[src/rtl/bitblaster_pkg.sv]
// Shared types and seven-segment constants for the BitBlaster board output path.
package bitblaster_pkg;

   typedef enum logic [1:0] {
      IDLE  = 2'd0,
      SHIFT = 2'd1,
      DONE  = 2'd2
   } conv_state_t;

   typedef logic [3:0] bcd_digit_t;

   // Active-low segment patterns, bit order {g,f,e,d,c,b,a}
   localparam logic [6:0] SEG_BLANK = 7'h7F;
   localparam logic [6:0] SEG_LUT [0:9] = '{
      7'h40, 7'h79, 7'h24, 7'h30, 7'h19,
      7'h12, 7'h02, 7'h78, 7'h00, 7'h10
   };

   function automatic logic [6:0] seg_encode(input bcd_digit_t digit);
      logic [6:0] seg;
      seg = SEG_BLANK;
      if (digit <= 4'd9) seg = SEG_LUT[digit];
      return seg;
   endfunction

endpackage

[src/rtl/seg7_decoder.sv]
// Combinational BCD digit to active-low seven-segment pattern, with forced blanking.
module seg7_decoder
   import bitblaster_pkg::*;
(
   input  bcd_digit_t  digit,
   input  logic        blank,
   output logic [6:0]  seg
);

   always_comb begin
      seg = SEG_BLANK;
      if (!blank) seg = seg_encode(digit);
   end

endmodule

[src/rtl/output_logic.sv]
// BitBlaster output path: edge-triggered capture of the databus onto the LEDs, and a
// sequential double-dabble conversion of the selected value onto four 7-segment digits.
module output_logic
   import bitblaster_pkg::*;
#(
   parameter int DATA_W        = 10,
   parameter bit BLANK_LEADING = 1'b1
)
(
   input  logic              CLK_50MHz,
   input  logic              Reset_n,
   input  logic [DATA_W-1:0] databus,
   input  logic              Out_Enable,
   input  logic              PeeKb,
   output logic [DATA_W-1:0] LEDR,
   output logic [6:0]        HEX0,
   output logic [6:0]        HEX1,
   output logic [6:0]        HEX2,
   output logic [6:0]        HEX3,
   output logic              Busy
);

   localparam int CNT_W = (DATA_W > 1) ? $clog2(DATA_W) : 1;

   conv_state_t       state_reg, state_next;
   logic              en_reg;
   logic [DATA_W-1:0] out_reg, ledr_reg;
   logic [DATA_W-1:0] snap_reg, snap_next;
   logic [DATA_W-1:0] work_reg, work_next;
   logic [15:0]       bcd_reg, bcd_next;
   logic [CNT_W-1:0]  cnt_reg, cnt_next;
   logic [DATA_W-1:0] last_val_reg, last_val_next;
   logic              last_valid_reg, last_valid_next;
   logic              hex_load;
   logic [6:0]        hex_reg [4];
   logic [6:0]        seg [4];

   logic [DATA_W-1:0]    src;
   logic                 capture;
   logic [15:0]          bcd_adj;
   logic [16+DATA_W-1:0] shift_cat;
   logic [4:0]           blank_chain;

   assign src     = PeeKb ? databus : out_reg;
   assign capture = Out_Enable && !en_reg;

   // Add-3 correction on every nibble before the shift
   genvar gi;
   generate
      for (gi = 0; gi < 4; gi++) begin : g_adj
         assign bcd_adj[4*gi +: 4] = (bcd_reg[4*gi +: 4] >= 4'd5) ?
                                     bcd_reg[4*gi +: 4] + 4'd3 : bcd_reg[4*gi +: 4];
      end
   endgenerate

   assign shift_cat = {bcd_adj, work_reg} << 1;

   // A digit blanks only when it and every higher digit are zero; HEX0 never blanks
   assign blank_chain[4] = 1'b1;
   assign blank_chain[0] = 1'b0;
   generate
      for (gi = 1; gi < 4; gi++) begin : g_blank
         assign blank_chain[gi] = BLANK_LEADING && (bcd_reg[4*gi +: 4] == 4'd0) &&
                                  blank_chain[gi+1];
      end
      for (gi = 0; gi < 4; gi++) begin : g_dec
         seg7_decoder u_dec (
            .digit (bcd_digit_t'(bcd_reg[4*gi +: 4])),
            .blank (blank_chain[gi]),
            .seg   (seg[gi])
         );
      end
   endgenerate

   always_comb begin
      state_next      = state_reg;
      snap_next       = snap_reg;
      work_next       = work_reg;
      bcd_next        = bcd_reg;
      cnt_next        = cnt_reg;
      last_val_next   = last_val_reg;
      last_valid_next = last_valid_reg;
      hex_load        = 1'b0;
      case (state_reg)
         IDLE: begin
            if (!last_valid_reg || (src != last_val_reg)) begin
               state_next = SHIFT;
               snap_next  = src;
               work_next  = src;
               bcd_next   = '0;
               cnt_next   = CNT_W'(DATA_W - 1);
            end
         end
         SHIFT: begin
            bcd_next  = shift_cat[16+DATA_W-1 -: 16];
            work_next = shift_cat[DATA_W-1:0];
            if (cnt_reg == '0) state_next = DONE;
            else               cnt_next   = cnt_reg - 1'b1;
         end
         DONE: begin
            hex_load        = 1'b1;
            last_val_next   = snap_reg;
            last_valid_next = 1'b1;
            state_next      = IDLE;
         end
         default: state_next = IDLE;
      endcase
   end

   always_ff @(posedge CLK_50MHz or negedge Reset_n) begin
      if (!Reset_n) begin
         state_reg      <= IDLE;
         en_reg         <= 1'b0;
         out_reg        <= '0;
         ledr_reg       <= '0;
         snap_reg       <= '0;
         work_reg       <= '0;
         bcd_reg        <= '0;
         cnt_reg        <= '0;
         last_val_reg   <= '0;
         last_valid_reg <= 1'b0;
         for (int i = 0; i < 4; i++) hex_reg[i] <= SEG_BLANK;
      end else begin
         en_reg <= Out_Enable;
         if (capture) begin
            out_reg  <= databus;
            ledr_reg <= databus;
         end
         state_reg      <= state_next;
         snap_reg       <= snap_next;
         work_reg       <= work_next;
         bcd_reg        <= bcd_next;
         cnt_reg        <= cnt_next;
         last_val_reg   <= last_val_next;
         last_valid_reg <= last_valid_next;
         if (hex_load) begin
            for (int i = 0; i < 4; i++) hex_reg[i] <= seg[i];
         end
      end
   end

   assign LEDR = ledr_reg;
   assign HEX0 = hex_reg[0];
   assign HEX1 = hex_reg[1];
   assign HEX2 = hex_reg[2];
   assign HEX3 = hex_reg[3];
   assign Busy = (state_reg != IDLE);

endmodule

[config.mk]
export PLATFORM = sky130hd
export DESIGN_NAME = output_logic
export DESIGN_NICKNAME = d
export VERILOG_FILES = /design/src/rtl/bitblaster_pkg.sv /design/src/rtl/seg7_decoder.sv /design/src/rtl/output_logic.sv
export SDC_FILE = /design/constraint.sdc
export NUM_CORES = 1
export LEC_CHECK = 0
export ABC_CLOCK_PERIOD_IN_PS = 1750
export BUFFER_PORTS_ARGS = -buffer_cell sky130_fd_sc_hd__buf_2
export CORE_ASPECT_RATIO = 0.8
export CORE_MARGIN = 2
export CORE_UTILIZATION = 45
export DETAILED_ROUTE_END_ITERATION = 7
export MAX_ROUTING_LAYER = met4
export PLACE_DENSITY = 0.66
export SLEW_MARGIN = 10
export SYNTH_ARGS = -nofsm -noshare
export SYNTH_HDL_FRONTEND = slang
export SYNTH_SLANG_ARGS = --single-unit
[constraint.sdc]
create_clock -name CLK_50MHz -period 1.75 [get_ports CLK_50MHz]
set_input_delay 0.2625 -clock CLK_50MHz [delete_from_list [all_inputs] [get_ports CLK_50MHz]]
set_output_delay 0.2625 -clock CLK_50MHz [all_outputs]
set_load 0.005 [all_outputs]
==> impl_metrics.json <==
{
  "syn2layout_area_growth_pct": 32.8,
  "place.port_buffers": 52,
  "synth_top_family_by_area": "compound AO/OA/AOI/OAI gates",
  "initial_utilization": 0.459,
  "clock-sinks": 92,
  "drt_first_pass_iters": 4,
  "avgSynthCellArea_sq_um": 10.3,
  "core-area_sq_mm": 0.0102,
  "drc_violation_total_after_the_first_tritonroute_iteration": 234,
  "floorplan.rows": 33,
  "crit_path_top_delay_cell": "sky130_fd_sc_hd__dfrtp_1",
  "place.detailed.hpwl_um": 7550,
  "avgRoutedWirePerCell_um": 15.7,
  "dieHeight_um": 95.2,
  "gpl.final_weighted_congestion": 0.870,
  "globalRouteOverflowTotal": 0,
  "path_depth": 8,
  "setup.worst_path.end": "bcd_reg[6]",
  "finalCriticalPeriod_ps": 1830,
  "fp.dieArea_sq_mm": 0.0112,
  "synth_seq_area_share": 0.500,
  "hold-worst-slack_ps": 29.3,
  "max_stage_delay_ps": 400,
  "via_count": 3792,
  "finalCoreUtilization": 0.609,
  "clockBufferDepth": 2,
  "timing.critical_path.to_type": "register",
  "max_slew.worst_pin.slew_ps": 370,
  "worst-endpoint-arrival_ps": 2080,
  "largest_register_ff_count": 16,
  "cp_cell_sequence": "mux2i_2 -> xor2_1 -> nand4_2 -> nor3_4 -> buf_6 -> nor2_4 -> buf_6 -> a211oi_2",
  "yosysWarnings": 0,
  "global_route.usage.total": 0.211,
  "die_x_um": 118,
  "max_cap_viol_count": 0,
  "design.portCount": 53,
  "finalMaxSlewViolations": 0,
  "r2r-end": "bcd_reg[6]",
  "via_count_of_the_first_global_routing_pass": 3704,
  "failed_checks": "setup timing",
  "clock_latency_ps": 350,
  "final_area_sq_mm": 0.00621,
  "total_leakage_power_nw": 2.74,
  "synth_nets": 490,
  "initial_antenna_violation_count": 0,
  "clock_tree.root_cell": "sky130_fd_sc_hd__clkbuf_16",
  "num-nets-final": 595,
  "rrSetupSlack_ps": -80,
  "largest_net_degree_at_the_start_of_global_routing": 45,
  "critPathLaunch": "LEDR[7]",
  "drc": 0,
  "slew_headroom": 0.754,
  "grt_pass1_wl_um": 18200,
  "yosys.area_share.adder": 0.0562,
  "synth_compound_gate_area_share": 0.189,
  "min_period_over_period": 1.05,
  "netlist-cell-type-count": 43,
  "synth.area.mux_share": 0.0786,
  "irDropWorstVdd_mv": 0.886,
  "antenna_cells": 0,
  "rsz_0062_raised_after_global_routing": "true",
  "vias_per_cell": 5.38,
  "status": "finished, violations left",
  "worstReg2RegStart": "LEDR[7]",
  "path_class": "register to register",
  "ff2ff_path_depth": 8,
  "power_density_mw_per_mm2": 1850,
  "synth_seq_cells": 92,
  "layout-drive-gt1-share": 0.450,
  "critical_path.most_common_cell": "sky130_fd_sc_hd__buf_6",
  "clock_skew_ps": 9.28,
  "syn_inst": 455,
  "critPathBufInv": 2,
  "synth_area_sq_mm": 0.00468,
  "htreeDepth": 3,
  "cts-buffers-inserted": 9,
  "worst-path-max-fanout": 5,
  "place_inst": 675,
  "required_ps": 2000,
  "setup.worst_path.start_class": "register",
  "clock_tree_from_tritoncts": "built",
  "yosys.area_share.xor_xnor": 0.0262,
  "cp_top_family": "simple AND/OR/NAND/NOR gates",
  "placedInstanceArea_sq_mm": 0.00556,
  "fin_ws_ps": -79.6,
  "clock.fmax_mhz": 547,
  "wirelength_um": 11100,
  "fin_cells": 705,
  "final-setup-viol-count": 39,
  "hold_path.class": "input pin to register",
  "antenna_left": 0,
  "simple_gate_portion_of_the_synthesized_area": 0.110,
  "clk_transition_reported_paths_ps": 60,
  "final.setup.tns_ps": -1570,
  "final-hold-violation-count": 0
}
## cell type report
| cell class | count | area [sq um] |
|---|---|---|
| clock buffer | 9 | 225 |
| clock inverter | 7 | 75.1 |
| fill | 865 | 3980 |
| inverter | 21 | 78.8 |
| multi-input combinational | 317 | 2430 |
| sequential | 92 | 2340 |
| tap | 140 | 175 |
| timing repair buffer | 119 | 886 |
## cells in the final DEF, fill, tap and decap left out, types with 5 or more instances in the layout
master | Yosys | layout
sky130_fd_sc_hd__a211oi_2 | 1 | 12
sky130_fd_sc_hd__o21ai_1 | 0 | 9
sky130_fd_sc_hd__o21ai_2 | 5 | 15
sky130_fd_sc_hd__a21oi_1 | 33 | 25
sky130_fd_sc_hd__clkbuf_16 | 0 | 9
sky130_fd_sc_hd__a22o_1 | 8 | 8
sky130_fd_sc_hd__mux2_2 | 22 | 22
sky130_fd_sc_hd__dfstp_2 | 28 | 28
sky130_fd_sc_hd__ha_1 | 21 | 20
sky130_fd_sc_hd__buf_6 | 2 | 6
sky130_fd_sc_hd__inv_1 | 20 | 17
sky130_fd_sc_hd__nor2_1 | 57 | 54
sky130_fd_sc_hd__dfrtp_1 | 64 | 62
sky130_fd_sc_hd__nand2_1 | 20 | 18
sky130_fd_sc_hd__a21oi_2 | 0 | 8
sky130_fd_sc_hd__a31oi_1 | 10 | 10
sky130_fd_sc_hd__buf_12 | 0 | 6
sky130_fd_sc_hd__buf_2 | 3 | 51
sky130_fd_sc_hd__mux2i_4 | 0 | 5
sky130_fd_sc_hd__o22a_1 | 13 | 13
sky130_fd_sc_hd__xor2_1 | 10 | 8
sky130_fd_sc_hd__o21ai_0 | 48 | 29
sky130_fd_sc_hd__buf_4 | 0 | 54
## cells in the mapped netlist (all sizes together)
cell type,number,area (sq um)
a211o,1,8.76
a211oi,15,118
a21oi,33,165
a22o,8,70.1
a31oi,10,62.6
buf,6,41.3
clkbuf,19,71.3
clkinv,1,3.75
dfrtp,64,1600
dfstp,28,736
ha,21,263
inv,20,75.1
mux2,22,248
mux2i,12,120
nand2,20,75.1
nand2b,4,25.0
nand3,4,25.0
nand3b,2,15.0
nand4,4,31.3
nor2,58,225
nor2b,6,37.5
nor3,3,20.0
nor4,1,21.3
nor4b,1,8.76
nor4bb,1,10.0
o211ai,1,7.51
o21a,1,7.51
o21ai,53,284
o22a,13,114
o22ai,4,31.3
o31ai,2,15.0
or2,3,18.8
xnor2,4,35.0
xor2,10,87.6
## how the worst min path moves through the flow
stage | cells after the start | to | slack (ps) | from
after floorplan | 0 | LEDR[0] | -30 | Reset_n
after global placement | 1 | bcd_reg[13] | 200 | Reset_n
after detailed placement | 1 | bcd_reg[14] | 210 | Reset_n
after CTS | 1 | en_reg | 20 | Out_Enable
after global routing | 1 | en_reg | 20 | Out_Enable
final | 1 | en_reg | 30 | Out_Enable
## through the flow
step                      power (mW)  worst slack (ps)
after detailed placement        8.74              -402
after floorplan                 6.99             -10.9
after global routing            12.4              -209
after CTS                       11.3             -82.9
final                           11.5             -79.6
after global placement          8.54              -334
## report_power, final
| part | switching, mW | total (mW) | internal [mW] |
|---|---|---|---|
| clock network | 0.867 | 1.98 | 1.11 |
| logic | 2.89 | 5.57 | 2.68 |
| registers | 0.678 | 3.96 | 3.28 |
## metal layers
layer	GRT usage	wire length (um)	up-vias
li1	-	-	1817
met1	0.274	5230	1873
met2	0.330	5280	88
met3	0.0484	392	14
met4	0.0723	195	0
met5	-	0	-
## timing repair
item	CTS	global route
pin swaps	8	19
endpoints found under the setup margin	48	58
hold endpoints to repair	5	0
gates cloned	1	0
hold buffers	1	0
setup buffers	9	3
gates resized for setup	52	26
## kinds of logic (layout without fill, tap and decap cells)
| group | count (synthesis) | count (layout) |
|---|---|---|
| buf+inv | 46 | 156 |
| simple gates | 107 | 107 |
| compound gates | 141 | 141 |
| flops | 92 | 92 |
| xor+xnor | 14 | 14 |
| mux | 34 | 34 |
| fa+ha+maj | 21 | 21 |
No activity file was read; power rests on OpenSTA's default activity.
